--- src/rtl/lsb_arb_pkg.sv ---
// Shared sizes, FSM state type and vector helpers for the LSB-first request arbiter.
// Build option: LSB_ARB_ROUND_ROBIN_EN selects rotating search priority.
package lsb_arb_pkg;

    localparam int N_REQ = 8;
    localparam int ID_W  = 3;
    localparam int CNT_W = 8;

    typedef enum logic {
        IDLE = 1'b0,
        BUSY = 1'b1
    } arb_state_e;

    function automatic logic [N_REQ-1:0] onehot(input logic [ID_W-1:0] id);
        logic [N_REQ-1:0] v;
        v     = '0;
        v[id] = 1'b1;
        return v;
    endfunction

    // Rotate right so that bit 'sh' of the input lands at bit 0 of the result.
    function automatic logic [N_REQ-1:0] rotr(input logic [N_REQ-1:0] vec,
                                              input logic [ID_W-1:0]  sh);
        logic [2*N_REQ-1:0] dbl;
        dbl = {vec, vec} >> sh;
        return dbl[N_REQ-1:0];
    endfunction

endpackage

--- src/rtl/lsb_pick_8x3.sv ---
// Combinational lowest-set-bit finder: 8-bit vector in, 3-bit index plus valid out.
// Bit 0 has the highest priority.
module lsb_pick_8x3
    import lsb_arb_pkg::*;
(
    input  logic [N_REQ-1:0] vec_i,
    output logic [ID_W-1:0]  idx_o,
    output logic             valid_o
);

    // Scan from the top down so the lowest set bit is the last to write idx_o.
    always_comb begin
        idx_o = '0;
        for (int i = N_REQ - 1; i >= 0; i--) begin
            if (vec_i[i]) begin
                idx_o = ID_W'(i);
            end
        end
    end

    assign valid_o = |vec_i;

endmodule

--- src/rtl/lsb_priority_arbiter.sv ---
// Eight-way arbiter with grant hold limit and timeout pulse; lowest request index wins.
// Build option: LSB_ARB_ROUND_ROBIN_EN rotates the search start past the last winner.
module lsb_priority_arbiter
    import lsb_arb_pkg::*;
#(
    parameter int unsigned MAX_HOLD = 16
)(
    input  logic             clk,
    input  logic             rst_n,
    input  logic [N_REQ-1:0] req,
    input  logic             done,
    output logic [N_REQ-1:0] grant,
    output logic [ID_W-1:0]  grant_id,
    output logic             grant_valid,
    output logic             timeout,
    output arb_state_e       dbg_state
);

    localparam logic [CNT_W-1:0] HOLD_LAST = CNT_W'(MAX_HOLD - 1);

    arb_state_e       state_q;
    logic [CNT_W-1:0] cnt_q;
    logic [N_REQ-1:0] grant_q;
    logic [ID_W-1:0]  grant_id_q;
    logic             grant_valid_q;
    logic             timeout_q;

    logic [N_REQ-1:0] search_vec;
    logic [ID_W-1:0]  pick_idx;
    logic             pick_valid;
    logic [ID_W-1:0]  grant_id_d;
    logic [N_REQ-1:0] grant_d;

`ifdef LSB_ARB_ROUND_ROBIN_EN
    logic [ID_W-1:0]  ptr_q;

    // Index arithmetic is 3 bits wide, so adding the pointer back wraps 7->0.
    assign search_vec = rotr(req, ptr_q);
    assign grant_id_d = pick_idx + ptr_q;
`else
    assign search_vec = req;
    assign grant_id_d = pick_idx;
`endif

    assign grant_d = onehot(grant_id_d);

    lsb_pick_8x3 u_pick (
        .vec_i   (search_vec),
        .idx_o   (pick_idx),
        .valid_o (pick_valid)
    );

    logic owner_req;
    logic at_limit;
    logic release_now;
    logic forced;

    assign owner_req   = req[grant_id_q];
    assign at_limit    = (cnt_q == HOLD_LAST);
    assign release_now = done || !owner_req || at_limit;
    // A timeout is only reported when nothing else would have ended the grant.
    assign forced      = at_limit && !done && owner_req;

    always_ff @(posedge clk or negedge rst_n) begin
        if (!rst_n) begin
            state_q       <= IDLE;
            cnt_q         <= '0;
            grant_q       <= '0;
            grant_id_q    <= '0;
            grant_valid_q <= 1'b0;
            timeout_q     <= 1'b0;
`ifdef LSB_ARB_ROUND_ROBIN_EN
            ptr_q         <= '0;
`endif
        end else begin
            timeout_q <= 1'b0;
            case (state_q)
                IDLE: begin
                    if (pick_valid) begin
                        state_q       <= BUSY;
                        grant_q       <= grant_d;
                        grant_id_q    <= grant_id_d;
                        grant_valid_q <= 1'b1;
                        cnt_q         <= '0;
`ifdef LSB_ARB_ROUND_ROBIN_EN
                        ptr_q         <= grant_id_d + 1'b1;
`endif
                    end
                end
                BUSY: begin
                    if (release_now) begin
                        state_q       <= IDLE;
                        grant_q       <= '0;
                        grant_id_q    <= '0;
                        grant_valid_q <= 1'b0;
                        cnt_q         <= '0;
                        timeout_q     <= forced;
                    end else begin
                        cnt_q <= cnt_q + 1'b1;
                    end
                end
                default: state_q <= IDLE;
            endcase
        end
    end

    assign grant       = grant_q;
    assign grant_id    = grant_id_q;
    assign grant_valid = grant_valid_q;
    assign timeout     = timeout_q;
    assign dbg_state   = state_q;

    a_grant_onehot0 : assert property (@(posedge clk) disable iff (!rst_n)
        $onehot0(grant_q));
    a_valid_matches : assert property (@(posedge clk) disable iff (!rst_n)
        grant_valid_q == (|grant_q));

endmodule
--- config.mk ---
export PLATFORM = sky130hd
export DESIGN_NAME = lsb_priority_arbiter
export DESIGN_NICKNAME = d
export VERILOG_FILES = /design/src/rtl/lsb_arb_pkg.sv /design/src/rtl/lsb_pick_8x3.sv /design/src/rtl/lsb_priority_arbiter.sv
export SDC_FILE = /design/constraint.sdc
export NUM_CORES = 1
export LEC_CHECK = 0
export BUFFER_PORTS_ARGS = -buffer_cell sky130_fd_sc_hd__buf_4
export CAP_MARGIN = 0
export CORE_ASPECT_RATIO = 1.2
export CORE_MARGIN = 2
export CORE_UTILIZATION = 50
export CTS_CLUSTER_DIAMETER = 30
export DETAILED_ROUTE_END_ITERATION = 6
export PLACE_DENSITY = 0.79
export SETUP_SLACK_MARGIN = 0.3
export SYNTH_ARGS = -nofsm -noshare
export SYNTH_HDL_FRONTEND = slang
export SYNTH_SLANG_ARGS = --single-unit
--- constraint.sdc ---
create_clock -name clk -period 2.3 [get_ports clk]
set_input_delay 0.23 -clock clk [delete_from_list [all_inputs] [get_ports clk]]
set_output_delay 0.23 -clock clk [all_outputs]
set_load 0.01 [all_outputs]
== After elaboration in Yosys (flattened, before gate mapping) ==
Cells that the tools add are included.
Cells by class
  add/subtract/negate cells: 1
  multiply operators: 0
  div/mod/pow operators: 0
  $lt $le $gt $ge: 3
  equal/unequal tests: 3
  shift operators: 0
  mux-type cells: 29
  bitwise logic cells: 1
  reductions and logical operators: 9
Operators by type and width (count)
  $mux W8: 4
  $pmux W8 S2: 2
  $mux W3: 10
  $add A8 B1 Y8 const B: 1
  $eq A8 B4 Y1 const B: 1
  $lt A3 B4 Y1 const B: 2
  $mux W1: 8
  $reduce_or A8 Y1: 1
  $pmux W3 S2: 1
  $pmux W1 S2: 2
  $bmux W1 S3: 1
  $demux W1 S3: 1
  $ge A3 B1 Y1 const B: 1
  $logic_and A1 B1 Y1: 3
  $logic_not A1 Y1: 2
  $logic_or A1 B1 Y1: 2
  $ne A2 B1 Y1 const B: 1
  $ne A2 B2 Y1 const B: 1
  $reduce_and A2 Y1: 1
  $not A1 Y1: 1
Word-level totals
  flip-flop bits (word level): 22
  bits in latches: 0
  bits in writable memories: 0
  bits in read-only memories: 0
  input port bits: 11
  output and inout port bits: 14
  word-level logic and storage cells: 52
  memories kept: 0

== Logic depth before layout (Yosys ltp) ==
Gate-level depths: netlist (run 1).
  word-level depth: 14
  depth in mapped cells: 7
  gate-level depth less buffers: 6

== By module ==
Synthesis (run 1) repeated with hierarchy kept, for this count alone.
Second synthesis, totals
  cells, all modules: 160
  area total of the unflattened synthesis: 1447.6 µm²
By module, submodules not included
  lsb_priority_arbiter: instances 1, cells an instance 147, area each 1366.3 µm², seq. area each 550.5 µm²
  lsb_pick_8x3: instances 1, cells an instance 13, area each 81.3 µm², seq. area each 0.0 µm²

== Worst setup path after synthesis (run 1) ==
No wires, ideal clock.
  path type: register to register
  start point: register grant_id_q[0], in the netlist grant_id[0]
  end point: register grant_q[5], in the netlist grant[5]
  setup time: 121 ps
  data arrival time: 1623 ps
  data required time: 2179 ps
  slack: 556 ps
  stages on the path, launching flop included: 6
  path buffers: 0
  period minus slack after synthesis: 1744 ps
  path through: dfrtp_1 -> mux4_1 -> nand2b_4 -> nand4bb_4 -> nand2_2 -> a22o_1
On the way
  longest elaborated chain between the ends: 7
Ends and longest elaborated chain
  from (decl): line lsb_priority_arbiter.sv:24  | logic [ID_W-1:0] grant_id_q;
  from (signal assigned): line lsb_priority_arbiter.sv:82  | grant_id_q <= grant_id_d;
  $bmux W1 S3: line lsb_priority_arbiter.sv:58  | assign owner_req = req[grant_id_q];
  $mux W1 (implied by the code): line lsb_priority_arbiter.sv:58
  $logic_not A1 Y1: line lsb_priority_arbiter.sv:60  | assign release_now = done || !owner_req || at_limit;
  $logic_or A1 B1 Y1 (2 in a row): line lsb_priority_arbiter.sv:60
  $ne A2 B1 Y1 (no line)
  $reduce_and A2 Y1 (no line)
  to (signal assigned): line lsb_priority_arbiter.sv:81  | grant_q <= grant_d;
  to (decl): line lsb_priority_arbiter.sv:23  | logic [N_REQ-1:0] grant_q;
No other way between the ends. The select of a mux whose other input is x is not followed.
A chain may end at the register's enable or synchronous reset.

== Worst setup path in the final report (run 1) ==
  start point: register grant_id_q[0], in the netlist grant_id[0]
  end point: register grant_id_q[0], in the netlist grant_id[0]
On the way
  longest elaborated chain between the ends: 7
Ends and longest elaborated chain (line)
  $bmux W1 S3: lsb_priority_arbiter.sv:58
  $mux W1 (implied by the code): lsb_priority_arbiter.sv:58
  $logic_not A1 Y1: lsb_priority_arbiter.sv:60
  $logic_or A1 B1 Y1 (2 in a row): lsb_priority_arbiter.sv:60
  $ne A2 B1 Y1 (no line)
  $reduce_and A2 Y1 (no line)
No other way between the ends. The select of a mux whose other input is x is not followed.

==> out/qor.csv, run 1 <==
stage;metric;value;unit
sta;worst slew pin tran;0.6595;ns
layout;fraction of layout cells with a size suffix above 1;22.38;%
critical_path;CP required;2.50;ns
floorplan;I/O pin count;25;
drt;drt pass-1 iters;4;
layout;register area;550.5;um2
yosys;Synth Instances;115;
sta;relative slew slack;56.03;%
placement;# port buffers;24;
placement;Post-Place Cells;169;
sta;Final setup viols;0;
layout;Filler Cell Count;209;
drt;routed wire length;2571;um
sta;clk_skew;0.01654;ns
global_route;GRT Residual Overflow;0;
layout;Layout Cells excl Fill;174;
layout;NumNets Final;156;
floorplan;core box area;2235;um2
sta;period utilization;82.64;%
cts;setup bufs post-CTS;0;
cts;Clock H-tree levels;1;
yosys;Mapped Avg Cell Area;10.06;um2
sta;Fin. Hold Viols;0;
yosys;Async SR Flop Fraction;100.0;%
yosys;register area share after synthesis;47.57;%
critical_path;WP data arrival;2.11;ns
critical_path;CP startpoint kind;flop;
placement;hpwl dp;1942;um
yosys;number of synthesized flops with an enable pin;0;
sta;Achievable Freq;526.1;MHz
layout;Layout Area Growth over Synthesis;23.35;%
sta;setup TNS;0;ns
floorplan;Die Area;2717;um2
cts;Clock Path Buffers;2;
cts;clock root buffer;clkbuf_4;
layout;n_diodes;0;
yosys;predominant post-synthesis flop cell;dfrtp_1;
floorplan;width of the die;47.92;um
power_and_ir_drop;Pwr Total;922.9;uW
yosys;Synth cell types;36;
yosys;top-count cell post-synth;dfrtp_1;
power_and_ir_drop;total leakage power;0.7029;nW
yosys;synth warn;0;
drt;Wirelength per Cell;14.78;um
floorplan;# rows;19;
yosys;syn nets;127;
floorplan;Chip Height;56.71;um
sta;Slew Limit Fails;0;
drt;ANT nets after route;0;
flow_run;max_cap viols;0;
sta;Period minus WS final;1.901;ns
yosys;Synth area leaders;dfrtp_1 48%, a22o_1 4.5%, o21ai_0 4.3%;
yosys;post-synth top area share;47.57;%
global_route;antenna violations before repair;0;
layout;multi-input logic area;569.3;um2
yosys;post-synthesis cell area;1157;um2
cts;CTS tree;done;
global_route;GRT Total Usage;22.84;%
yosys;Synth Register Bits;22;
global_route;number of global-route vias before repair;924;
drt;DR vias/cell;5.701;
drt;vias post-DR;992;
status;status;finished, final reports clean;
yosys;leading area contributor after synthesis;dfrtp_1;
min_path;Hold Crit Class;in2reg;
power_and_ir_drop;Peak VDD IR;487.9;uV
drt;Post-route DRC;0;
drt;Iteration-0 DRC Markers;26;
global_route;pin count of the biggest net entering global routing;23;
critical_path;Setup Crit Path Kind;reg2reg;
critical_path;critical-path maximum fanout;13;
yosys;top cells by count, synth;22 x dfrtp_1, 12 x nor2_1, 10 x o21ai_0, 7 x inv_1, 7 x nand2_1;
cts;clock transition at the registers of the reported paths;0.13;ns
cts;clk sink count;22;
floorplan;Starting Density;51.79;%
placement;routability cong.;0.8789;
critical_path;Worst setup EP type;flop;
cts;worst skew pair latency;0.32;ns
power_and_ir_drop;PwrDens;646.4;nW/um2
cts;CTS Buf Count;3;
sta;RSZ-0062 raised after global routing;yes;
global_route;global-route wire length before repair;4395;um
-- cell families after synthesis --
family,after synthesis,synth area share [%]
fa+ha+maj,1,1.081
buf+inv,8,3.244
mux,3,4.108
simple gates,45,23.24
xor+xnor,1,0.7569
flops,22,47.57
compound gates,35,20.00
-- registers in the layout, summed over array words and instances (netlist names) --
signal and flops:
cnt_q 8, grant 8, grant_id 3, dbg_state 1
grant_valid 1, timeout 1
-- routing by layer --
metal	wire, um	part of all wire, %	global-route usage [%]	vias to the layer above
met5	0	0	0	-
met4	55	2.1	8.880	0
met3	94	3.7	4.180	6
met2	1240	48	32.95	27
met1	1181	46	33.40	480
li1	-	-	-	479
-- worst max-delay path, stage by stage, from the launching register on --
cell and delay (ns):
dfrtp_1 0.46, mux4_1 0.57, nand2b_4 0.17, nand4bb_4 0.17, nand2_2 0.16, a22o_1 0.27
-- area by class of cell --
cell class                 count  share of cell area, %
multi-input combinational     85                  39.88
clock inverter                 1                  2.103
tap                           31                  2.717
timing repair buffer          25                  13.32
sequential                    22                  38.56
inverter                       7                  1.840
clock buffer                   3                  1.578
-- per-stage QoR --
step | utilization [%] | cell area [um2] | setup slack (ns) | hold WS [ns]
after global placement | 61.09 | 1365 | 0.4620 | 0.1303
after detailed placement | 61.09 | 1365 | 0.4098 | 0.1349
after CTS | 63.89 | 1428 | 0.3943 | 0.1405
after floorplan | - | 1157 | 0.5564 | -0.06559
final | 63.89 | 1428 | 0.3994 | 0.1386
after global routing | 63.89 | 1428 | 0.2950 | 0.1442
-- final timing paths --
| path | startpoint | to | slack (ns) | cells past startpoint |
|---|---|---|---|---|
| max in group asynchronous | rst_n | grant[5] | 1.75 | 2 |
| worst min register to register | grant[4] | grant[4] | 0.49 | 1 |
| worst max-delay path | grant_id[0] | grant_id[0] | 0.40 | 5 |
| worst min-delay path | req[2] | grant[3] | 0.14 | 2 |
| min in group asynchronous | rst_n | cnt_q[7] | 0.31 | 2 |
| worst max register to register | grant_id[0] | grant_id[0] | 0.40 | 5 |
-- where the power goes --
group,internal [mW],switching [mW],leakage [nW]
registers,0.412,0.0307,0.299
logic,0.0867,0.0949,0.376
clock network,0.176,0.122,0.0279
-- what timing repair did --
action                                  CTS  global route
gates resized for setup                   0             0
endpoints found under the hold margin    22             0
endpoints found under the setup margin    0             2
hold buffers                              1             0
-- layout by cell type, fill, tap and decap left out, types with 2 or more instances in the layout --
master and instances:
inv_1 7, o2bb2ai_1 2, buf_4 24, clkbuf_4 3
dfrtp_1 22, nand3_1 3, nand2b_1 3, nor2b_1 2
nor3b_1 2, nor3_1 3, o22ai_1 2, a21o_1 5
a21oi_1 5, nand2_1 7, o21ai_0 10, a22o_1 6
nor2_1 12, and3_1 3, nor4_1 2
(Power assumes the default switching activity.)
==> run 2, diff against run 1 <==
CORE_UTILIZATION = 47   (was 50)
PLACE_DENSITY = 0.78   (was 0.79)
clock period = 1.7 ns   (was 2.3 ns; I/O delays follow)
==> out/qor.csv, run 2 (synthesis results as in run 1) <==
stage;metric;value;unit;change
floorplan;core box area;2306;um2;+3.2%
drt;drt pass-1 iters;4;;unchanged
global_route;global-route wire length before repair;4788;um;+8.9%
cts;CTS Buf Count;3;;unchanged
min_path;hold depth;2;;unchanged
floorplan;# rows;19;;unchanged
global_route;antenna violations before repair;0;;unchanged
critical_path;CP required;1.91;ns;-0.59 ns
floorplan;Chip Height;58.36;um;+2.9%
cts;CTS tree;done;;
placement;# port buffers;24;;unchanged
drt;vias post-DR;1139;;+15%
drt;ANT nets after route;0;;unchanged
layout;Filler Cell Count;169;;-19%
critical_path;FF-to-FF path depth;5;;unchanged
power_and_ir_drop;total leakage power;0.8019;nW;+14%
drt;Post-route DRC;0;;unchanged
cts;worst skew pair latency;0.31;ns;about the same
sta;Fin. Hold Viols;0;;unchanged
global_route;pin count of the biggest net entering global routing;23;;unchanged
layout;fraction of layout cells with a size suffix above 1;41.61;%;+19 points
floorplan;I/O pin count;25;;unchanged
sta;setup TNS;0;ns;unchanged
critical_path;Worst setup EP type;flop;;
critical_path;R2R Setup Slk;0.03;ns;-0.37 ns
drt;DR vias/cell;5.932;;+4.1%
sta;worst slew pin tran;0.6273;ns;-0.03220 ns
layout;NumNets Final;174;;+12%
flow_run;max_cap viols;0;;unchanged
floorplan;width of the die;49.30;um;+2.9%
layout;commonest non-fill, non-tap cell in the layout;buf_4;;
sta;Final setup viols;0;;unchanged
cts;Clock Path Buffers;2;;unchanged
layout;commonest cells after routing, fill and taps aside;38 x buf_4, 21 x dfrtp_1, 12 x nor2_1;;
sta;Slew Limit Fails;0;;unchanged
critical_path;CP startpoint kind;flop;;
placement;hpwl dp;2085;um;+7.4%
min_path;Hold Crit Class;in2reg;;
drt;routed wire length;3104;um;+21%
power_and_ir_drop;PwrDens;748.0;nW/um2;+16%
global_route;number of global-route vias before repair;1078;;+17%
global_route;GRT Total Usage;22.07;%;-0.77 points
critical_path;Max stage delay on crit path;0.50;ns;-0.07 ns
sta;RSZ-0062 raised after global routing;yes;;
power_and_ir_drop;Peak VDD IR;547.8;uV;+12%
critical_path;Crit-path slowest cell;mux4_2;;
layout;n_diodes;0;;unchanged
sta;relative slew slack;57.80;%;+1.8 points
status;status;finished, final reports clean;;
layout;Layout Area Growth over Synthesis;43.57;%;
drt;Iteration-0 DRC Markers;29;;+12%
cts;clk sink count;22;;unchanged
critical_path;Setup Crit Path Kind;reg2reg;;
placement;routability cong.;0.8957;;+1.9%
critical_path;critical-path maximum fanout;8;;-5
critical_path;worst path cell trace;mux4_2, nand2b_4, nand4bb_4, nand2_4, a22o_1;;
critical_path;WP data arrival;1.88;ns;-0.23 ns
sta;clk_skew;0.002181;ns;-0.01436 ns
global_route;GRT Residual Overflow;0;;unchanged
floorplan;Die Area;2877;um2;+5.9%
sta;Achievable Freq;599.7;MHz;+14%
floorplan;Starting Density;50.19;%;-1.6 points
sta;Period minus WS final;1.668;ns;-0.2331 ns
cts;clock transition at the registers of the reported paths;0.12;ns;about the same
sta;period utilization;98.09;%;+15 points
drt;Wirelength per Cell;16.17;um;+9.4%
cts;Clock H-tree levels;1;;unchanged
cts;clock root buffer;clkbuf_4;;
layout;post-route core utilization;72.06;%;+8.2 points
[run 2: critical path: cells and delay by family (launching register included)]
kind | cells | cell delay (ns)
muxes | 1 | 0.50
AOI/OAI and AO/OA | 1 | 0.22
and+or+nand+nor | 3 | 0.44
DFF | 1 | 0.41
[run 2: area by class of cell]
cell class	instances	area (um2)	share of cell area, %
Multi-Input combinational cell	86	679.4	40.89
Sequential cell	22	551.8	33.21
Tap cell	31	38.79	2.334
Clock buffer	4	36.28	2.184
Inverter	7	26.28	1.581
Timing Repair Buffer	42	329.1	19.80
[run 2: report_power, final]
part	switching (mW)	total [mW]	internal (mW)
combinational	0.174	0.353	0.180
sequential	0.0427	0.601	0.558
clock	0.157	0.288	0.131
total	0.374	1.24	0.869
[run 2: through the flow]
step | instance area [um2] | hold slack (ns) | setup slack, ns | total power [mW] | instances
after floorplan | 1174 | -0.1256 | 0.07622 | 0.7536 | 115
after global placement | 1464 | 0.06975 | 0.05150 | 0.8748 | 180
after detailed placement | 1464 | 0.07287 | 0.004572 | 0.8845 | 180
after CTS | 1553 | 0.08187 | 0.03591 | 1.188 | 188
after global routing | 1662 | 0.06707 | -0.02763 | 1.311 | 192
final | 1662 | 0.08549 | 0.03244 | 1.243 | 192
[run 2: path summary, 6_finish.rpt]
check | start | end
min in group asynchronous | rst_n | grant[2]
worst min register to register | grant[4] | grant[4]
max in group asynchronous | rst_n | grant_id[0]
worst max register to register | grant_id[0] | grant_id[0]
worst min-delay path | req[2] | grant[3]
worst max-delay path | grant_id[0] | grant_id[0]
[run 2: timing repair]
action / 4_1_cts / 5_1_grt
endpoints found under the setup margin: 22 / 22
setup buffers: 2 / 4
hold buffers: 1 / 0
cloned: 1 / 0
hold endpoints to repair: 22 / 0
pin swaps: 7 / 9
resized for setup: 6 / 16
[run 2: routing by layer]
layer,up-vias,wire [um],global-route usage [%]
li1,517,-,-
met1,571,1253,27.53
met2,44,1646,37.64
met3,7,159,4.315
met4,0,44,9.388
met5,-,0,0
